File: src/rtl/tick_gen.sv
// Free-running prescaler that produces a one-cycle strobe every DIV clocks.
// Latency: first strobe DIV-1 cycles after reset is released, then every DIV cycles.
// Backpressure: none; the strobe is free-running and cannot be stalled.
module tick_gen #(
    parameter int DIV = 256
) (
    input  logic clk,
    input  logic rst,
    output logic tick
);

    // A counter of at least one bit keeps the declaration legal for the smallest divider.
    localparam int PW = (DIV > 1) ? $clog2(DIV) : 1;
    localparam logic [PW-1:0] LAST = PW'(DIV - 1);

    logic [PW-1:0] pcnt;

    // Count 0..DIV-1 and wrap; reset parks the phase at 0 so the strobe is low while held.
    always_ff @(posedge clk) begin
        if (rst) begin
            pcnt <= '0;
        end else if (pcnt == LAST) begin
            pcnt <= '0;
        end else begin
            pcnt <= pcnt + 1'b1;
        end
    end

    // The strobe is decoded straight from the phase so every consumer sees the same cycle.
    assign tick = (pcnt == LAST);

endmodule

File: src/rtl/key_debouncer.sv
// Multi-channel key debouncer: sync, sample on a shared tick, accept after STABLE_CNT agreeing samples.
// Latency: 2 + STABLE_CNT*TICK_DIV - (TICK_DIV-1) .. 2 + STABLE_CNT*TICK_DIV cycles from keyin to keyout.
// Backpressure: none; pulses are single-cycle and must be consumed in the cycle they appear.
//
// `release` is a reserved word in SystemVerilog (force/release), so the 1->0 pulse
// output is named release_pulse; press is kept plain for symmetry with the board signal names.
module key_debouncer #(
    parameter int WIDTH      = 5,
    parameter int TICK_DIV   = 256,
    parameter int STABLE_CNT = 4
) (
    input  logic             clk,
    input  logic             rst,
    input  logic [WIDTH-1:0] keyin,
    output logic [WIDTH-1:0] keyout,
    output logic [WIDTH-1:0] press,
    output logic [WIDTH-1:0] release_pulse,
    output logic             tick
);

    // Counter must hold STABLE_CNT-1 as its terminal value; size for STABLE_CNT+1 states.
    localparam int CW = (STABLE_CNT > 0) ? $clog2(STABLE_CNT + 1) : 1;
    localparam logic [CW-1:0] CNT_LAST = CW'(STABLE_CNT - 1);

    logic sample_tick;

    tick_gen #(
        .DIV (TICK_DIV)
    ) u_tick_gen (
        .clk  (clk),
        .rst  (rst),
        .tick (sample_tick)
    );

    assign tick = sample_tick;

    for (genvar i = 0; i < WIDTH; i++) begin : g_chan

        logic          meta;
        logic          sync;
        logic [CW-1:0] cnt;
        logic          key_q;
        logic          press_q;
        logic          rel_q;

        // Two-flop synchroniser: the raw button is asynchronous to clk.
        always_ff @(posedge clk) begin
            if (rst) begin
                meta <= 1'b0;
                sync <= 1'b0;
            end else begin
                meta <= keyin[i];
                sync <= meta;
            end
        end

        // Stability counter and debounced level; only tick edges move them, and any
        // sample agreeing with the current level throws away the partial count.
        always_ff @(posedge clk) begin
            if (rst) begin
                cnt     <= '0;
                key_q   <= 1'b0;
                press_q <= 1'b0;
                rel_q   <= 1'b0;
            end else begin
                press_q <= 1'b0;
                rel_q   <= 1'b0;
                if (sample_tick) begin
                    if (sync == key_q) begin
                        cnt <= '0;
                    end else if (cnt == CNT_LAST) begin
                        key_q   <= sync;
                        cnt     <= '0;
                        press_q <= sync;
                        rel_q   <= ~sync;
                    end else begin
                        cnt <= cnt + 1'b1;
                    end
                end
            end
        end

        assign keyout[i]        = key_q;
        assign press[i]         = press_q;
        assign release_pulse[i] = rel_q;

    end

endmodule

File: config.mk
export PLATFORM = sky130hd
export DESIGN_NAME = key_debouncer
export DESIGN_NICKNAME = d
export VERILOG_FILES = /design/src/rtl/tick_gen.sv /design/src/rtl/key_debouncer.sv
export SDC_FILE = /design/constraint.sdc
export NUM_CORES = 1
export LEC_CHECK = 0
export CELL_PAD_IN_SITES_DETAIL_PLACEMENT = 0
export CELL_PAD_IN_SITES_GLOBAL_PLACEMENT = 1
export CORE_UTILIZATION = 40
export DETAILED_ROUTE_END_ITERATION = 7
export PLACE_DENSITY_LB_ADDON = 0.05
export RECOVER_POWER = 100
export REMOVE_ABC_BUFFERS = 1
export SYNTH_ARGS = -nofsm -noshare
export SYNTH_HDL_FRONTEND = slang
export SYNTH_SLANG_ARGS = --single-unit
File: constraint.sdc
create_clock -name clk -period 5.07 [get_ports clk]
set_clock_uncertainty 0.05 [all_clocks]
set_input_delay 1.2675 -clock clk [delete_from_list [all_inputs] [get_ports clk]]
set_output_delay 1.2675 -clock clk [all_outputs]
set_load 0.05 [all_outputs]
# --- Word-level counts from Yosys, hierarchy flattened ---
# Cells that the tools add are included.
op_classes:
  reduce_logical: 11
  bitwise: 16
  n_mux: 10
  add_sub_neg: 6
  eq_ne: 11
op_table:
  columns: ["op", "n"]
  rows:
  - ["$mux 3", 10]
  - ["$reduce_or 4->1", 5]
  - ["$not 1->1", 16]
  - ["$add 3x1->3 const B", 5]
  - ["$eq 3x2->1 const B", 5]
  - ["$reduce_and 3->1", 5]
  - ["$add 8x1->8 const B", 1]
  - ["$eq 8x8->1 const B", 1]
  - ["$eq 1x1->1", 5]
  - ["$reduce_or 2->1", 1]
word_totals:
  ff_bits: 48
  inputBits: 7
  word_cells: 85
  output_inout_bits: 16

# --- Logic depth before layout (Yosys ltp) ---
# Gate-level depths: netlist of the first run.
logic_depth:
  word_depth: 3
  depth_mapped: 7
  mapped_depth_nobuf: 6

# --- Cells and area by module ---
# A second synthesis of the first run with hierarchy kept.
hier_totals:
  cells_unflattened: 202
  hier_area_um2: 2085.8
modules_own_cells:
  columns: ["mod", "cells_each", "area_per_inst_um2", "n_inst"]
  rows:
  - ["key_debouncer", 163, 1697.9, 1]
  - ["tick_gen", 39, 387.9, 1]

# --- Worst setup path before layout of the first run ---
# No wires, ideal clock.
synth_timing:
  path_kind: "flip-flop to output port"
  start: "reg u_tick_gen.pcnt[0]"
  end: "out tick"
  path_buffers: 1
  path_stages_with_launch: 6
  required_ns: 3.753
  arrival_ns: 1.497
  slack_ns: 2.255
  cell_sequence: "dfxtp_1 ha_1 nand4_4 or2_4 inv_1 buf_2"
synth_between:
  elab_chain_cells: 1
synth_lines:
  columns: ["item", "line", "text"]
  rows:
  - ["from (decl)", "tick_gen.sv:16", "logic [PW-1:0] pcnt;"]
  - ["from (signal assigned)", "tick_gen.sv:25", "pcnt <= pcnt + 1'b1;"]
  - ["$eq 8x8->1", "tick_gen.sv:30", "assign tick = (pcnt == LAST);"]
  - ["to (decl)", "key_debouncer.sv:18", "output logic tick"]
# No other way between the ends.

# --- Worst setup path after layout of the first run ---
# Ends and elaborated chain as after synthesis.

==> flow_summary.toml, run 1 <==
[outcome]
status = "finished, final reports clean"

[final_layout]
diodes = 0
drive_gt1_frac = 0.0433
finish.utilization = 0.466
regArea_sq_um = 961
layout.cells.most_common = "dfxtp_1"
multi_input_area_sq_um = 830
final_area_sq_mm = 0.00219
final_cell_mix = "dfxtp_1, dlygate4sd3_1, nand2b_1"
fillers = 439
stdcell_count = 262
syn2layout_area_growth_pct = 12.2
layout.nets = 220

[setup_path]
cp_max_fo = 24
critPathKind = "reg2out"
worst_ep_required_time_ns = 3.75
startpoint_type = "flop"
reg2reg_depth = 6
crit_path_end_kind = "output port"
r2r-start = "u_tick_gen.pcnt[0]"
r2r_slack_ns = 2.88
cp.arrival_ns = 2.94
rr_endpoint = "g_chan[2].cnt[2]"

[floorplanning]
dieArea_sq_mm = 0.00516
core_sq_mm = 0.00469
die_y_um = 71.8
io_pins = 23
rows = 25
die_w_um = 71.8
start_util = 0.415

[detailed_routing]
first_pass_iters = 4
viasPerCell = 5.14
route.detailed.drc = 0
ant_nets = 0
route.vias.total = 1347
drt-total-wl_um = 3350
wl_per_cell_um = 12.8
drt_iter0_markers = 58

[sta]
fmax_mhz = 235
rsz0062_at_grt = "false"
finalSetupViolations = 0
drv_slew = 0
hold-worst-slack_ns = 0.393
worst_pin_slew_ns = 1.08
fin_crit_sh = 0.839
setup_tns_ns = 0
finalCriticalPeriod_ns = 4.26
max_slew_margin = 0.278
fin_ws_ns = 0.815
hold_viol = 0

[hold_path]
whs_endpoint = "g_chan[4].sync"
hp-start = "g_chan[4].meta"
holdPathStages = 1
hold_class = "reg2reg"

[cts]
cts_sinks = 48
ctsResizeCount = 0
insertion_delay_ns = 0.30
numCtsBuffers = 5
clockBufferDepth = 2
post-cts-setup-buffers = 0
cts_root_buf = "clkbuf_8"
path_clk_slew_ns = 0.08
cts_hold_buffers = 0
htreeDepth = 2
cts_tree = "built"

[power_and_ir_drop]
ir_worst_vdd_mv = 0.174
p_per_area_mw_per_mm2 = 294
p_total_mw = 0.643
power_leakage_nw = 0.831

[placement]
placed_area_sq_mm = 0.00210
dpl_worst_slack_ns = 1.18
dp.cells = 254
hpwlAfterDp_um = 2320
place_congestion = 0.728
portBuffers = 22

[synth]
synth_cells = 199
synth_mux_area_frac = 0.0257
synth_fa_ha_area_frac = 0.0385
seq_area_frac_synth = 0.493
synth_area_sq_mm = 0.00195
ys_seq_elements = 48
synth_compound_area_frac = 0.0507
synth_top_family_by_area = "simple AND/OR/NAND/NOR gates"
yosys.area_share.simple = 0.288
synthXorXnorAreaFrac = 0.0225
syn_area_per_cell_sq_um = 9.80
yosysWarnings = 0
synthDistinctLibCells = 29

[global_routing]
antenna_found_initial = 0
grt_remaining_overflow = 0
grt_use_total = 0.143
grt_max_degree = 33
grt_pass1_vias = 1320
grt_pass1_wl_um = 5730

[run]
cap_violations = 0
==> state kept, by name, summed over array words and instances, names as in the netlist <==
register	cells
g_chan.rel_q	5
u_tick_gen.pcnt	8
g_chan.press_q	5
g_chan.cnt	15
g_chan.key_q	5
g_chan.sync	5
g_chan.meta	5
==> where the power goes <==
| group | switching (mW) | total, mW | internal (mW) |
|---|---|---|---|
| registers | 0.00412 | 0.386 | 0.382 |
| clock network | 0.125 | 0.236 | 0.111 |
| logic | 0.0103 | 0.0214 | 0.0110 |
| total | 0.139 | 0.643 | 0.504 |
==> metal layers <==
metal  wire [um]  track usage  vias up  part of all wire
met2        1690        0.248       23              0.50
met5           0            0        -                 0
met1        1520        0.168      629              0.45
li1            -            -      690                 -
met4          39       0.0588        0             0.012
met3         104       0.0366        5             0.031
==> cells by family after synthesis <==
group / after synthesis
AO/OA/AOI/OAI: 19
multiplexers: 5
flip-flops: 48
XOR/XNOR: 5
buffers and inverters: 25
adder cells (fa/ha/maj): 6
AND/OR/NAND/NOR: 91
==> area by class of cell <==
class                   count  share of cell area
multi-input cells         126               0.379
clock inverters             1             0.00343
clock buffers               7              0.0395
repair buffers             24               0.104
inverters                   2             0.00343
flip-flops and latches     48               0.439
well taps                  54              0.0309
==> cells in the mapped netlist <==
cell type / number / area [sq um]
nand2_1: 11 / 41.3
a21oi_1: 12 / 60.1
nand4b_1: 5 / 43.8
o21ai_0: 5 / 25.0
and2_1: 4 / 25.0
or4_1: 1 / 7.51
xor2_1: 2 / 17.5
and3b_1: 5 / 43.8
a31oi_1: 1 / 6.26
or2_4: 1 / 8.76
buf_6: 1 / 11.3
inv_1: 2 / 7.51
a211oi_1: 1 / 7.51
clkbuf_1: 6 / 22.5
ha_1: 6 / 75.1
nor3b_1: 2 / 15.0
dfxtp_1: 48 / 961
xnor2_1: 3 / 26.3
nand2b_1: 13 / 81.3
mux2i_1: 5 / 50.1
or4b_1: 5 / 50.1
nor2b_1: 10 / 62.6
nor3_1: 9 / 45.0
nor2_1: 11 / 41.3
nand4_4: 1 / 21.3
nand3_1: 5 / 25.0
buf_4: 15 / 113
buf_2: 1 / 5.00
nor4_1: 8 / 50.1
==> critical path: stages (launching register included) <==
cell           delay, ns
dfxtp_1             0.40
ha_1                0.34
nand4_4             0.19
or2_4               0.39
inv_1               0.38
dlygate4sd3_1       0.94
==> how the worst max path moves through the flow <==
stage                  startpoint   end  slack, ns  cells past startpoint
2_1_floorplan  u_tick_gen.pcnt[0]  tick       2.12                      4
3_3_place_gp   u_tick_gen.pcnt[0]  tick       1.28                      5
3_5_place_dp   u_tick_gen.pcnt[0]  tick       1.18                      5
4_1_cts        u_tick_gen.pcnt[0]  tick       0.84                      5
5_1_grt        u_tick_gen.pcnt[0]  tick       0.67                      5
6_report       u_tick_gen.pcnt[0]  tick       0.81                      5
Power figures use the tool's default switching activity.
==> run 2, diff against run 1 <==
==> constraint.sdc (replaced) <==
create_clock -name clk -period 4.4 [get_ports clk]
set_clock_uncertainty 0.05 [all_clocks]
set_input_delay 1.1 -clock clk [delete_from_list [all_inputs] [get_ports clk]]
set_output_delay 1.1 -clock clk [all_outputs]
set_load 0.05 [all_outputs]
==> run 2 against run 1 <==
The flow now finishes with violations (max-capacitance violations, max-slew violations); cell count fell by 0.38%; routed wire length shrank 0.24%; sequential power increased by 16%; combinational power rose by 16%; design area rose by 1.1%; power increased by 25%; sequential cell count unchanged; register-to-register slack got worse by 0.67 ns; global-route usage decreased by 0.22 points; sequential share of layout area is 0.47 points lower; clock-buffer cell count shrank 1.
==> flow_summary.toml, run 2 (synthesis gave the netlist of run 1 again) <==
[placement]
placed_area_sq_mm = 0.00209
portBuffers = 22
hpwlAfterDp_um = 2260
place_congestion = 0.731
dpl_worst_slack_ns = 0.689
dp.cells = 253

[cts]
htreeDepth = 2
post-cts-setup-buffers = 0
cts_root_buf = "clkbuf_8"
cts_hold_buffers = 0
path_clk_slew_ns = 0.09
insertion_delay_ns = 0.30
ctsResizeCount = 0
numCtsBuffers = 5
cts_sinks = 48
clockBufferDepth = 2
cts_tree = "built"

[global_routing]
grt_pass1_vias = 1283
grt_max_degree = 49
grt_remaining_overflow = 0
grt_pass1_wl_um = 5570
antenna_found_initial = 0
grt_use_total = 0.141

[final_layout]
largest_register_ffs = 15
stdcell_count = 261
largest_register = "g_chan.cnt"
layout.cells.most_common = "dfxtp_1"
layout.nets = 219
diodes = 0
reg_top3 = "g_chan.cnt x15, u_tick_gen.pcnt x8"
final_area_sq_mm = 0.00221
syn2layout_area_growth_pct = 13.4
finish.utilization = 0.471
drive_gt1_frac = 0.0483
final_cell_mix = "dfxtp_1, dlygate4sd3_1, nand2b_1"

[run]
cap_violations = 1

[power_and_ir_drop]
p_per_area_mw_per_mm2 = 364
power_leakage_nw = 0.847
ir_worst_vdd_mv = 0.146

[floorplanning]
dieArea_sq_mm = 0.00516
core_sq_mm = 0.00469
die_w_um = 71.8
rows = 25
start_util = 0.415
die_y_um = 71.8
io_pins = 23

[outcome]
failed_checks = "max-capacitance violations, max-slew violations"
status = "finished, violations left"

[sta]
hold_viol = 0
drv_slew = 49
fmax_mhz = 245
max_slew_margin = -0.296
worst_pin_slew_ns = 1.94
fin_ws_ns = 0.325
rsz0062_at_grt = "false"
setup_tns_ns = 0
finalSetupViolations = 0
fin_crit_sh = 0.926
finalCriticalPeriod_ns = 4.08

[setup_path]
critPathKind = "reg2out"
cp_max_fo = 24
cp.arrival_ns = 2.93
worst_ep_required_time_ns = 3.25
crit_path_end_kind = "output port"
r2r_slack_ns = 2.21
startpoint_type = "flop"

[detailed_routing]
ant_nets = 0
first_pass_iters = 4
route.detailed.drc = 0
drt_iter0_markers = 53
route.vias.total = 1332
viasPerCell = 5.10
drt-total-wl_um = 3340
wl_per_cell_um = 12.8

[hold_path]
hold_class = "reg2reg"
[run 2: routing by layer]
layer  track usage  vias to the layer above  part of all wire
met2         0.242                       17              0.49
li1              -                      685                 -
met4        0.0806                        0             0.026
met5             0                        -                 0
met1         0.158                      622              0.46
met3        0.0352                        8             0.030
[run 2: area by class of cell]
cell class / count / area, sq um
fill: 460 / 2480
multi-input combinational: 126 / 830
inverter: 2 / 7.51
clock buffer: 6 / 82.6
tap: 54 / 67.6
clock inverter: 2 / 38.8
sequential: 48 / 961
timing repair buffer: 23 / 224
[run 2: where the power goes]
part,total (mW),internal [mW],switching (mW),leakage [nW]
clock,0.334,0.186,0.148,0.0614
sequential,0.446,0.441,0.00488,0.389
combinational,0.0249,0.0128,0.0121,0.396
[run 2: path summary, 6_finish.rpt]
path | start | end | cells past startpoint
max | u_tick_gen.pcnt[0] | tick | 5
min | g_chan[3].meta | g_chan[3].sync | 1
max reg2reg | u_tick_gen.pcnt[0] | g_chan[4].cnt[2] | 6
min reg2reg | g_chan[3].meta | g_chan[3].sync | 1
[run 2: stage by stage]
step,power (mW),hold WS (ns)
final,0.804,0.394
after global routing,0.831,0.418
after CTS,0.817,0.399
after detailed placement,0.482,0.377
after global placement,0.480,0.367
after floorplan,0.466,0.364
[run 2: critical path, cell delays in order, from the launching register on]
cell           delay (ns)
dfxtp_1              0.41
ha_1                 0.33
nand4_4              0.18
or2_4                0.39
inv_1                0.38
dlygate4sd3_1        0.94
==> run 3, diff against run 2 <==
--- a/config.mk
+++ b/config.mk
@@ -5,8 +5,10 @@
 export SDC_FILE = /design/constraint.sdc
 export NUM_CORES = 1
 export LEC_CHECK = 0
+export CAP_MARGIN = 20
 export CELL_PAD_IN_SITES_DETAIL_PLACEMENT = 0
 export CELL_PAD_IN_SITES_GLOBAL_PLACEMENT = 1
+export CORE_ASPECT_RATIO = 1.1
 export CORE_UTILIZATION = 40
 export DETAILED_ROUTE_END_ITERATION = 7
 export PLACE_DENSITY_LB_ADDON = 0.05
==> run 3 against run 2 <==
The run now ends clean; sequential share of layout area rose by 1.0 points; combinational power is essentially flat; global-route usage is 0.81 points higher; clock power fell by 30%; die area about the same; largest power group unchanged; highest routed layer unchanged.
==> flow_summary.toml, run 3 (synthesis gave the netlist of run 1 again) <==
[cts]
cts_hold_buffers = 0
cts_tree = "built"
clockBufferDepth = 2
insertion_delay_ns = 0.29
ctsResizeCount = 0
post-cts-setup-buffers = 0
numCtsBuffers = 5
cts_sinks = 48
htreeDepth = 2
cts_root_buf = "clkbuf_8"
path_clk_slew_ns = 0.08

[global_routing]
grt_max_degree = 31
grt_remaining_overflow = 0
grt_use_total = 0.149
grt_pass1_wl_um = 5460
grt_pass1_vias = 1171
antenna_found_initial = 0

[setup_path]
r2r-start = "u_tick_gen.pcnt[0]"
cp-startpoint = "u_tick_gen.pcnt[0]"
critPathKind = "reg2out"
crit_path_end_kind = "output port"
worst_ep_required_time_ns = 3.25
crit_slowest_cell = "dlygate4sd3_1"
cp.arrival_ns = 2.89
worst_path_largest_cell_delay_ns = 0.94
cp_cell_sequence = "ha_1, nand4_4, or2_4, inv_1, dlygate4sd3_1"
startpoint_type = "flop"
cp_max_fo = 24

[sta]
hold-worst-slack_ns = 0.390
drv_slew = 0
max_slew_margin = 0.159
rsz0062_at_grt = "false"
worst_pin_slew_ns = 1.26
fin_crit_sh = 0.919
setup_tns_ns = 0
finalSetupViolations = 0
hold_viol = 0
finalCriticalPeriod_ns = 4.04
fmax_mhz = 247

[floorplanning]
start_util = 0.419
dieArea_sq_mm = 0.00516
core_sq_mm = 0.00465
die_w_um = 68.6
io_pins = 23
rows = 26
die_y_um = 75.2

[detailed_routing]
route.detailed.drc = 0
drt-total-wl_um = 3430
first_pass_iters = 4
ant_nets = 0
wl_per_cell_um = 13.2
route.vias.total = 1307
viasPerCell = 5.03
drt_iter0_markers = 35

[hold_path]
hp-start = "g_chan[1].meta"
hold_class = "reg2reg"

[final_layout]
drive_gt1_frac = 0.0343
largest_register_ffs = 15
syn2layout_area_growth_pct = 10.8
layout.nets = 219
reg_top3 = "g_chan.cnt x15, u_tick_gen.pcnt x8"
diodes = 0
layout.cells.most_common = "dfxtp_1"
final_cell_mix = "dfxtp_1, dlygate4sd3_1, nand2b_1"
largest_register = "g_chan.cnt"

[outcome]
status = "finished, final reports clean"

[run]
cap_violations = 0

[placement]
portBuffers = 22
place_congestion = 0.686
hpwlAfterDp_um = 2370

[power_and_ir_drop]
ir_worst_vdd_mv = 0.167
power_leakage_nw = 0.821
p_per_area_mw_per_mm2 = 325
p_total_mw = 0.703
==> run 3: final cells by class <==
class / count / area [sq um]
timing repair buffer: 23 / 224
sequential: 48 / 961
clock buffer: 5 / 68.8
fill: 445 / 2490
multi-input combinational: 126 / 830
tap: 56 / 70.1
inverter: 2 / 7.51
==> run 3: worst paths after layout <==
path / to / slack [ns] / depth (start not counted)
worst max-delay path: tick / 0.36 / 5
worst min-delay path: g_chan[1].sync / 0.39 / 1
worst max register to register: g_chan[0].cnt[2] / 2.23 / 6
worst min register to register: g_chan[1].sync / 0.39 / 1
==> run 3: worst max-delay path, delay by kind of cell (launching register included) <==
family,cells,cell delay (ns)
fa+ha+maj,1,0.32
buf+inv,2,1.30
flops,1,0.42
simple gates,2,0.55
==> run 3: where the power goes <==
group          total, mW  switching [mW]  internal, mW
Clock              0.233           0.130         0.103
Combinational     0.0247          0.0122        0.0126
Sequential         0.446         0.00491         0.441
==> run 3: stage by stage <==
step / setup WS [ns] / instances / area [sq um] / utilization
6_report: 0.355 / 260 / 2160 / 0.464
5_1_grt: 0.157 / 260 / 2160 / 0.464
4_1_cts: 0.375 / 260 / 2160 / 0.465
3_5_place_dp: 0.704 / 255 / 2100 / 0.451
3_3_place_gp: 0.786 / 255 / 2100 / 0.451
2_1_floorplan: 1.62 / 176 / 1800 / -
==> run 3: per-layer routing <==
layer	vias to the layer above	GRT usage	wire length [um]
met1	597	0.191	1760
met5	-	0	0
met4	0	0.0625	60
met3	6	0.0530	113
li1	687	-	-
met2	17	0.225	1500
